[src/rtl/uniter_sched_pkg.sv]
// Shared types and default sizing for the uniter round-robin scheduler.
package uniter_sched_pkg;

   typedef enum logic {ST_IDLE, ST_BUSY} sched_state_t;

   localparam int unsigned DEF_PORTS_N   = 2;
   localparam int unsigned DEF_MAX_BEATS = 8;

endpackage

[src/rtl/uniter_rr_sched_prio_pick.sv]
// Combinational round-robin picker: first set request at or after i_ptr, modulo PORTS_W.
module rr_prio_pick
   import uniter_sched_pkg::*;
#(
   parameter int unsigned PORTS_N = DEF_PORTS_N,
   parameter int unsigned PORTS_W = 1 << PORTS_N
) (
   input  logic [PORTS_W-1:0] i_req,
   input  logic [PORTS_N-1:0] i_ptr,
   output logic               o_any,
   output logic [PORTS_N-1:0] o_idx
);

   logic [PORTS_W-1:0] w_rot;
   logic [PORTS_N-1:0] w_off;

   // Rotate so i_ptr lands at bit 0; the PORTS_N-bit index sum wraps modulo PORTS_W.
   always_comb begin
      w_rot = '0;
      for (int unsigned i = 0; i < PORTS_W; i++) begin
         w_rot[i] = i_req[PORTS_N'(i) + i_ptr];
      end
   end

   always_comb begin
      o_any = 1'b0;
      w_off = '0;
      for (int unsigned i = 0; i < PORTS_W; i++) begin
         if (w_rot[i] && !o_any) begin
            o_any = 1'b1;
            w_off = PORTS_N'(i);
         end
      end
   end

   assign o_idx = w_off + i_ptr;

endmodule

[src/rtl/uniter_rr_sched.sv]
// Round-robin scheduler driving the uniter select; holds a grant per packet, rotates on release.
module uniter_rr_sched
   import uniter_sched_pkg::*;
#(
   parameter int unsigned PORTS_N   = DEF_PORTS_N,
   parameter int unsigned PORTS_W   = 1 << PORTS_N,
   parameter int unsigned MAX_BEATS = DEF_MAX_BEATS,
   parameter int unsigned BEAT_W    = $clog2(MAX_BEATS + 1)
) (
   input  logic               i_clk,
   input  logic               i_reset,
   input  logic [PORTS_W-1:0] i_req,
   input  logic [PORTS_W-1:0] i_last,
   input  logic               i_slave_ready,
   output logic [PORTS_N-1:0] o_sel,
   output logic [PORTS_W-1:0] o_gnt,
   output logic               o_busy,
   output logic [BEAT_W-1:0]  o_beat_cnt
);

   sched_state_t       r_state, w_state_nxt;
   logic [PORTS_N-1:0] r_ptr, w_ptr_nxt;
   logic [PORTS_N-1:0] r_sel, w_sel_nxt;
   logic [PORTS_W-1:0] r_gnt, w_gnt_nxt;
   logic [BEAT_W-1:0]  r_beat, w_beat_nxt;

   logic               w_busy;
   logic               w_fire;
   logic               w_release;
   logic [PORTS_N-1:0] w_sel_inc;
   logic [PORTS_N-1:0] w_pick_ptr;
   logic               w_pick_any;
   logic [PORTS_N-1:0] w_pick_idx;
   logic [PORTS_W-1:0] w_pick_onehot;

   assign w_busy        = (r_state == ST_BUSY);
   assign w_fire        = w_busy & i_req[r_sel] & i_slave_ready;
   assign w_release     = w_fire & (i_last[r_sel] | (r_beat == BEAT_W'(MAX_BEATS - 1)));
   assign w_sel_inc     = r_sel + PORTS_N'(1);
   // One picker serves both cases: idle arbitration from r_ptr, release arbitration past r_sel.
   assign w_pick_ptr    = w_busy ? w_sel_inc : r_ptr;
   assign w_pick_onehot = PORTS_W'(1) << w_pick_idx;

   rr_prio_pick #(
      .PORTS_N (PORTS_N),
      .PORTS_W (PORTS_W)
   ) u_pick (
      .i_req (i_req),
      .i_ptr (w_pick_ptr),
      .o_any (w_pick_any),
      .o_idx (w_pick_idx)
   );

   always_comb begin
      w_state_nxt = r_state;
      w_ptr_nxt   = r_ptr;
      w_sel_nxt   = r_sel;
      w_gnt_nxt   = r_gnt;
      w_beat_nxt  = r_beat;
      unique case (r_state)
         ST_IDLE: begin
            if (w_pick_any) begin
               w_state_nxt = ST_BUSY;
               w_sel_nxt   = w_pick_idx;
               w_gnt_nxt   = w_pick_onehot;
               w_beat_nxt  = '0;
            end
         end
         ST_BUSY: begin
            if (w_release) begin
               w_ptr_nxt  = w_sel_inc;
               w_beat_nxt = '0;
               if (w_pick_any) begin
                  w_sel_nxt = w_pick_idx;
                  w_gnt_nxt = w_pick_onehot;
               end else begin
                  w_state_nxt = ST_IDLE;
                  w_gnt_nxt   = '0;
               end
            end else if (w_fire) begin
               w_beat_nxt = r_beat + BEAT_W'(1);
            end
         end
         default: begin
            w_state_nxt = ST_IDLE;
            w_gnt_nxt   = '0;
            w_beat_nxt  = '0;
         end
      endcase
   end

   always_ff @(posedge i_clk or posedge i_reset) begin
      if (i_reset) begin
         r_state <= ST_IDLE;
         r_ptr   <= '0;
         r_sel   <= '0;
         r_gnt   <= '0;
         r_beat  <= '0;
      end else begin
         r_state <= w_state_nxt;
         r_ptr   <= w_ptr_nxt;
         r_sel   <= w_sel_nxt;
         r_gnt   <= w_gnt_nxt;
         r_beat  <= w_beat_nxt;
      end
   end

   assign o_sel      = r_sel;
   assign o_gnt      = r_gnt;
   assign o_busy     = w_busy;
   assign o_beat_cnt = r_beat;

endmodule

[config.mk]
export PLATFORM = sky130hd
export DESIGN_NAME = uniter_rr_sched
export DESIGN_NICKNAME = d
export VERILOG_FILES = /design/src/rtl/uniter_sched_pkg.sv /design/src/rtl/uniter_rr_sched_prio_pick.sv /design/src/rtl/uniter_rr_sched.sv
export SDC_FILE = /design/constraint.sdc
export NUM_CORES = 1
export LEC_CHECK = 0
export ABC_CLOCK_PERIOD_IN_PS = 2730
export CAP_MARGIN = 30
export CORE_AREA = 4 4 86 56
export CTS_CLUSTER_SIZE = 40
export DETAILED_ROUTE_END_ITERATION = 12
export DIE_AREA = 0 0 90 60
export SYNTH_ARGS = -nofsm -noshare
export SYNTH_HDL_FRONTEND = slang
export SYNTH_HIERARCHICAL = 1
export SYNTH_SLANG_ARGS = --single-unit
export TNS_END_PERCENT = 50
[constraint.sdc]
create_clock -name i_clk -period 2.73 [get_ports i_clk]
set_input_delay 0.546 -clock i_clk [delete_from_list [all_inputs] [get_ports i_clk]]
set_output_delay 0.546 -clock i_clk [all_outputs]
set_load 0.01 [all_outputs]
# Word level (Yosys, flattened, before mapping)
# Index checks and enable logic that the tools add are counted.
# word_totals
ff_bits,13
latchBits,0
ramBits,0
rom_bits,0
in_bits,11
out_inout_bits,11
elab_cells,69
memories,0
# op_classes
addsub,6
n_mul,0
div_mod_pow,0
order_cmp,5
n_eq_ne,4
shift,1
n_mux,34
n_bitwise,5
n_reduce_logical,9
# ops
operator,n
2-to-1 mux 4 bit,6
case mux 4 bit (2 select lines),2
"< comparator 2 x 3 -> 1 bit, second input constant",5
2-to-1 mux 1 bit,13
binary-select mux 1 bit (select 2 bit),6
2-to-1 mux 2 bit,5
AND reduction 2 bit,3
"adder 2 bit, first input constant",2
"adder 4 x 1 -> 4 bit, second input constant",1
"equality test 4 x 3 -> 1 bit, second input constant",1
"inequality test 2 x 1 -> 1 bit, second input constant",2
case mux 2 bit (2 select lines),1
"<< shifter 1 x 2 -> 4 bit, first input constant",1
bitwise AND 1 bit,3
logical AND 1 bit,3
logical NOT 1 bit,3
"inequality test 3 x 1 -> 1 bit, second input constant",1
"adder 1 x 2 -> 2 bit, first input constant",1
"adder 2 x 1 -> 2 bit, second input constant",1
adder 2 bit,1
case mux 1 bit (2 select lines),1
NOT 1 bit,1
bitwise OR 1 bit,1

# Depth between registers and ports, before layout
# depth
ltp_word,19
mapped_depth,13

# By module
# The synthesis kept the hierarchy.
# by_module_without_submodules
mod,instances,cells_per_inst,area_per_inst_um2
uniter_rr_sched,1,80,795.8
rr_prio_pick,1,25,166.4

# Worst setup path before layout
# No wires, ideal clock.
# synth_path
path_kind,reg-to-reg
from,"register r_state, in the netlist o_busy"
to,"register r_gnt[0], in the netlist o_gnt[0]"
t_arrival_ns,2.499
path_slack_ns,0.154
stages_incl_launch_ff,12
path_buffers,2
cell_sequence,dfrtp_1 > clkbuf_1 > mux2_2 > buf_2 > a2bb2oi_1 > o211ai_1 > o21a_1 > ha_1 > xnor2_1 > xnor2_1 > or3_1 > o2bb2ai_1
# synth_via
elab_chain_cells,18
word_cells_on_any_way,38
classes_between,add/sub: 4; eq/ne: 2; shift: 1; mux: 20; bitwise: 4; reduce/logical: 7
# synth_lines
item,line_no,source
"start, declared",uniter_rr_sched.sv:21,"sched_state_t r_state, w_state_nxt;"
"start signal, assigned",uniter_rr_sched.sv:100,r_state <= w_state_nxt;
2-to-1 mux 2 bit *,uniter_rr_sched.sv:41,assign w_pick_ptr = w_busy ? w_sel_inc : r_ptr;
via w_pick_ptr[1],uniter_rr_sched.sv:31,logic [PORTS_N-1:0] w_pick_ptr;
"parallel branches: the longest is 12 deep, another holds adder 1 x 2 -> 2 bit",n/a,
adder 2 bit *,uniter_rr_sched_prio_pick.sv:36,assign o_idx = w_off + i_ptr;
via w_pick_idx[1],uniter_rr_sched.sv:33,logic [PORTS_N-1:0] w_pick_idx;
<< shifter 1 x 2 -> 4 bit *,uniter_rr_sched.sv:42,assign w_pick_onehot = PORTS_W'(1) << w_pick_idx;
2-to-1 mux 4 bit,uniter_rr_sched.sv:73,if (w_pick_any) begin
2-to-1 mux 4 bit,uniter_rr_sched.sv:70,if (w_release) begin
case mux 4 bit (2 select lines) *,uniter_rr_sched.sv:60,unique case (r_state)
"end signal, assigned",uniter_rr_sched.sv:103,r_gnt <= w_gnt_nxt;
"end, declared",uniter_rr_sched.sv:24,"logic [PORTS_W-1:0] r_gnt, w_gnt_nxt;"
# Mark *: on every way through the listed nets, which the timed path passes. The select of a mux whose other input is x is not followed.
# A chain may end at the register's enable or synchronous reset.

# Worst setup path after layout
# layout_path
from,"register r_sel[1], in the netlist o_sel[1]"
to,"register r_gnt[0], in the netlist o_gnt[0]"
# layout_via
elab_chain_cells,19
word_cells_on_any_way,43
classes_between,add/sub: 5; eq/ne: 2; shift: 1; mux: 24; bitwise: 4; reduce/logical: 7
# layout_lines
item,line_no,source
"start, declared",uniter_rr_sched.sv:23,"logic [PORTS_N-1:0] r_sel, w_sel_nxt;"
"start signal, assigned",uniter_rr_sched.sv:102,r_sel <= w_sel_nxt;
adder 2 x 1 -> 2 bit *,uniter_rr_sched.sv:39,assign w_sel_inc = r_sel + PORTS_N'(1);
2-to-1 mux 2 bit *,uniter_rr_sched.sv:41,
via w_pick_ptr[1],uniter_rr_sched.sv:31,
"parallel branches: the longest is 12 deep, another holds adder 1 x 2 -> 2 bit",n/a,
adder 2 bit *,uniter_rr_sched_prio_pick.sv:36,
via w_pick_idx[1],uniter_rr_sched.sv:33,
<< shifter 1 x 2 -> 4 bit *,uniter_rr_sched.sv:42,
2-to-1 mux 4 bit,uniter_rr_sched.sv:73,
2-to-1 mux 4 bit,uniter_rr_sched.sv:70,
case mux 4 bit (2 select lines) *,uniter_rr_sched.sv:60,
# Marks and branches as above.

==> results.sh <==
export IMPL_grt_max_degree=14
export IMPL_ys_types=45
export IMPL_clk_latency_ns=0.25
export IMPL_cts_tree="built"
export IMPL_ys_flop_type="dfrtp_1"
export IMPL_max_cap_violations=0
export IMPL_post_route_period_util=0.897
export IMPL_slew_viol_final=0
export IMPL_rr_worst_depth=11
export IMPL_fin_hold_ws_ns=0.492
export IMPL_finalWorstPathRequiredPeriod_ns=2.45
export IMPL_place_gp_congestion=0.795
export IMPL_status="finished clean"
export IMPL_yosys_warnings=6
export IMPL_drt_first_pass_iters=4
export IMPL_cp_slowest_cell="dfrtp_1"
export IMPL_max_clock_freq_mhz=408
export IMPL_critical_path_class="reg2reg"
export IMPL_die_h_microns=60
export IMPL_root_buffer="clkbuf_8"
export IMPL_clock_sinks=13
export IMPL_synth_edff_count=0
export IMPL_cp_endpoint="o_gnt[0]"
export IMPL_cp_data_arrival_time_ns=2.62
export IMPL_num_rows=18
export IMPL_post_cts_buffers=0
export IMPL_die_w_microns=90
export IMPL_holdBufCountCts=0
export IMPL_antenna_found_initial=0
export IMPL_place_ws_ns=0.0707
export IMPL_syn2layout_area_growth_pct=34.1
export IMPL_fillerInstances=416
export IMPL_worstHoldPathType="reg2reg"
export IMPL_hpwl_microns=1920
export IMPL_reg2reg_to="o_gnt[0]"
export IMPL_rsz0062_at_grt="false"
export IMPL_grt_overflow=0
export IMPL_layout_drive_gt1_share=0.153
export IMPL_dieArea_sq_mm=0.00540
export IMPL_finClkSkew_ns=0.00538
export IMPL_synth_top_cell_by_area="dfrtp_1"
export IMPL_crit_chain="xor2_1 -> mux2_2 -> nand2_1 -> a21oi_1 -> o2bb2ai_1 -> o21a_1 -> ha_1 -> xnor2_1 -> xnor2_1 -> or3_1 -> o2bb2ai_1"
export IMPL_synth_cells=105
export IMPL_cts_resized=0
export IMPL_core_sq_mm=0.00399
export IMPL_drt_first_iter_violations=51
export IMPL_worst_r2r_setup_slack_ns=0.28
export IMPL_timing_critical_path_from_type="register"
export IMPL_htreeDepth=1
export IMPL_syn_nets=118
export IMPL_ys_top_cells_by_area="dfrtp_1, nand2_1, o2bb2ai_1"
export IMPL_synthTopCellsByCount="dfrtp_1, nand2_1, nor2_1, nand3_1, o2bb2ai_1"
export IMPL_grt_pass1_wl_microns=4060
export IMPL_ant_nets=0
export IMPL_ys_seq_elements=13
export IMPL_cp_end_kind="register"
export IMPL_wl_per_cell_microns=13.7
export IMPL_start_util=0.241
export IMPL_ios=22
export IMPL_finalSetupViolCount=0
export IMPL_synth_top_cell_area_share=0.338
export IMPL_cp_max_fo=7
export IMPL_finalSetupTns_ns=0
export IMPL_routed_via_density=4.80
export IMPL_hold_violations=0
export IMPL_postPlaceCellArea_sq_mm=0.00124
export IMPL_diodes=0
export IMPL_async_reset_ff_frac=1.00
export IMPL_syn_area_sq_um=962
export IMPL_clk_pin_slew_ns=0.05
export IMPL_numCtsBuffers=3
export IMPL_final_setup_worst_slack_ns=0.281
export IMPL_leakage_nw=0.537
export IMPL_cp_required_ns=2.90
export IMPL_vdd_drop_max_uv=361
export IMPL_final_util=0.324
export IMPL_num_vias=869
export IMPL_cpPeakStageDelay_ns=0.45
export IMPL_maxSlewHeadroom=0.613
export IMPL_worstReg2RegStart="o_sel[1]"
export IMPL_clock_path_buffers=2
export IMPL_grt_pass1_vias=867
export IMPL_drc=0
export IMPL_seq_area_frac_synth=0.338
export IMPL_final_area_sq_mm=0.00129
export IMPL_worst_pin_slew_ns=0.580
export IMPL_portBuffers=21
export IMPL_cp_startpoint="o_sel[1]"
export IMPL_syn_area_per_cell_sq_um=9.16
export IMPL_p_per_area_mw_per_mm2=1050
export IMPL_grt_use_total=0.0956
export IMPL_wirelength_microns=2480
export IMPL_fin_nets=145
final cells by class:
| type | instances | area (sq um) | share of cell area |
|---|---|---|---|
| multi-input combinational | 83 | 587 | 0.455 |
| inverter | 4 | 15.0 | 0.0116 |
| tap | 50 | 62.6 | 0.0485 |
| clock buffer | 4 | 45.0 | 0.0349 |
| sequential | 13 | 325 | 0.252 |
| timing repair buffer | 27 | 255 | 0.198 |
metrics by stage:
step,power (mW),instances
after floorplan,0.912,105
after global placement,1.17,177
after detailed placement,1.18,177
after CTS,1.37,181
after global routing,1.48,181
final,1.36,181
registers in the layout, indices dropped and copies added, names as in the netlist:
register and count:
o_gnt 4, o_sel 2, o_busy 1, r_ptr 2
o_beat_cnt 4
worst max-delay path, delay by kind of cell (launching register included):
family / cells / cell delay (ns)
XOR/XNOR: 3 / 0.50
adder cells (fa/ha/maj): 1 / 0.18
AND/OR/NAND/NOR: 2 / 0.44
AO/OA/AOI/OAI: 4 / 0.54
flip-flops: 1 / 0.45
multiplexers: 1 / 0.27
worst min path at each step:
stage                  start            end  slack (ns)  cells after the start
finish              o_gnt[3]       o_gnt[3]        0.49                      1
global route        o_gnt[3]       o_gnt[3]        0.51                      1
CTS                 o_gnt[3]       o_gnt[3]        0.50                      1
detailed placement  o_gnt[1]       o_gnt[1]        0.47                      1
global placement    o_gnt[1]       o_gnt[1]        0.48                      1
floorplan            i_reset  o_beat_cnt[0]        0.42                      1
power breakdown:
| part | total (mW) | switching, mW | internal (mW) |
|---|---|---|---|
| Clock | 0.175 | 0.0719 | 0.103 |
| Sequential | 0.338 | 0.0716 | 0.267 |
| Combinational | 0.844 | 0.403 | 0.440 |
layer usage:
metal | share of wire | GRT usage | vias to the layer above
li1 | - | - | 442
met1 | 0.53 | 0.129 | 406
met2 | 0.42 | 0.141 | 17
met3 | 0.045 | 0.0365 | 4
met4 | 0.0069 | 0.0305 | 0
met5 | 0 | 0 | -
cell usage in the layout, fill, tap and decap left out, types with 2 or more instances in the layout:
| cell type | count |
|---|---|
| a21oi_1 | 4 |
| buf_4 | 6 |
| clkbuf_8 | 3 |
| clkdlybuf4s50_1 | 21 |
| dfrtp_1 | 13 |
| ha_1 | 2 |
| inv_1 | 4 |
| mux2_2 | 2 |
| mux2i_1 | 3 |
| nand2_1 | 13 |
| nand3_1 | 6 |
| nand3b_1 | 2 |
| nor2_1 | 7 |
| nor2b_1 | 2 |
| nor3_1 | 2 |
| o211ai_1 | 2 |
| o21ai_0 | 2 |
| o22ai_1 | 3 |
| o2bb2ai_1 | 5 |
| or2_1 | 2 |
| xnor2_1 | 2 |
cell families after synthesis:
kind of cell / count (synthesis) / share of synthesized area
compound gates: 29 / 0.235
mux: 7 / 0.0936
xor+xnor: 3 / 0.0273
fa+ha+maj: 2 / 0.0260
flops: 13 / 0.338
buf+inv: 9 / 0.0520
simple gates: 42 / 0.228
Power figures use the tool's default switching activity.
==> RTL change (same flow settings) <==
Set the package constant `DEF_PORTS_N` to 1 (it was 2).
--- a/src/rtl/uniter_sched_pkg.sv
+++ b/src/rtl/uniter_sched_pkg.sv
@@ -3,7 +3,7 @@
 
    typedef enum logic {ST_IDLE, ST_BUSY} sched_state_t;
 
-   localparam int unsigned DEF_PORTS_N   = 2;
+   localparam int unsigned DEF_PORTS_N   = 1;
    localparam int unsigned DEF_MAX_BEATS = 8;
 
 endpackage
Interface: changed (resized i_last, i_req, o_gnt and o_sel); port bits go from 22 to 15. The function was not compared with the original's and may differ.
==> RTL change against the unedited design <==
Via count is 51% lower. Clock skew is 0.0024 ns lower. Fmax up 23%. Design area down 41%. Area after synthesis down 47%. Setup slack gained 0.45 ns. Total power shrank 46%. Synthesized cell count down 56%. Sequential share of layout area up 4.5 points. Core utilization fell by 13 points. Wire length down 48%. Sequential cell count is 4 lower. Critical endpoint is now o_gnt[1]$_DFFE_PP0P_. Largest cell class unchanged.
==> RTL change: results <==
metrics = {
    "logic_synthesis": {
        "ys_async_sr_fraction_pct": 100,
        "synth_edf_count": 0,
        "syn_nets": 54,
        "synth_compound_area_share_pct": 21.6,
        "synth_commonest_cells": "9 x dfrtp_1, 6 x inv_1, 4 x mux2i_1, 4 x nand2_1, 2 x nand3_1",
        "synth_cell_types": 26,
        "synthTopCellsByArea": "dfrtp_1 44%, mux2i_1 7.8%, inv_1 4.4%",
        "seq_area_frac_synth_pct": 44.1,
        "synth_mux_area_share_pct": 10.8,
        "post_synth_xor_area_fraction_pct": 0,
        "syn_avg_cell_area_um2": 11.1,
        "synthAdderAreaFrac_pct": 4.66,
    },
    "outcome": {
        "status": "completed",
    },
    "placed_design": {
        "post_dp_cell_area_um2": 713,
        "globalplace.congestion": 0.721,
        "preCtsSetupSlack_ns": 0.500,
        "io_buffers": 14,
        "hpwl_um": 977,
        "place_inst": 110,
    },
    "routing": {
        "via_count": 427,
        "drt-initial-drc-count": 9,
        "wl_per_cell_um": 11.3,
        "routed_wl_mm": 1.29,
    },
    "global_route": {
        "grtUsageTotal_pct": 5.13,
        "grt_util_met1_pct": 4.31,
        "met2_usage_pct": 10.2,
        "use_met3_pct": 0.755,
        "grt_pass1_wl_mm": 2.04,
        "grt_max_degree": 10,
        "grt_pass1_vias": 437,
    },
    "clock_network": {
        "clkLatencyLatePin_ns": 0.24,
        "clkTransAtPathRegs_ns": 0.04,
        "htreeDepth": 1,
        "root_buffer": "clkbuf_8",
    },
    "finish": {
        "largest_register_ffs": 4,
        "drive_gt1_share_pct": 17.2,
        "nets": 73,
    },
    "power_and_ir_drop": {
        "leakagePower_nw": 0.318,
        "peakVddDrop_mv": 0.155,
    },
    "min_path": {
        "hp-class": "reg -> reg",
    },
    "critical_path": {
        "crit_arrival_ns": 2.12,
    },
    "timing": {
        "skew_ns": 0.00302,
        "tightest_slew_ns": 0.560,
    },
}
RTL change: cell type report:
type / instances / area (um2)
Tap cell: 50 / 62.6
Fill cell: 426 / 3230
Multi-Input combinational cell: 31 / 263
Sequential cell: 9 / 225
Timing Repair Buffer: 14 / 140
Clock buffer: 4 / 45.0
Inverter: 6 / 22.5
RTL change: final timing paths:
check / startpoint / endpoint / slack (ns) / cells past startpoint
min reg2reg: o_gnt[0]$_DFFE_PP0P_ / o_gnt[0]$_DFFE_PP0P_ / 0.50 / 1
max reg2reg: o_beat_cnt[0]$_DFFE_PP0P_ / o_gnt[1]$_DFFE_PP0P_ / 0.88 / 5
max in group asynchronous: i_reset / o_gnt[1]$_DFFE_PP0P_ / 1.90 / 2
min: o_gnt[0]$_DFFE_PP0P_ / o_gnt[0]$_DFFE_PP0P_ / 0.50 / 1
min in group asynchronous: i_reset / o_beat_cnt[1]$_DFFE_PP0P_ / 0.58 / 2
max: i_req[1] / o_gnt[1]$_DFFE_PP0P_ / 0.73 / 5
RTL change: cells by family after synthesis:
logic type / after synthesis
buf+inv: 6
flops: 9
fa+ha+maj: 2
simple gates: 13
mux: 5
compound gates: 11
RTL change: layer usage:
metal  part of all wire [%]  vias to the layer above
li1                       -                      206
met1                     35                      209
met2                     59                        7
met3                    1.5                        5
met4                    4.7                        0
met5                      0                        -
RTL change: report_power, final:
group,internal (mW),total [mW],leakage [nW],switching [mW]
registers,0.190,0.250,0.101,0.0594
clock network,0.102,0.160,0.0228,0.0576
logic,0.189,0.330,0.194,0.142
RTL change: worst max-delay path, stage by stage:
cell	delay (ns)
clkdlybuf4s50_1	0.50
mux2i_1	0.14
a211oi_2	0.48
o22ai_1	0.21
a32o_1	0.24
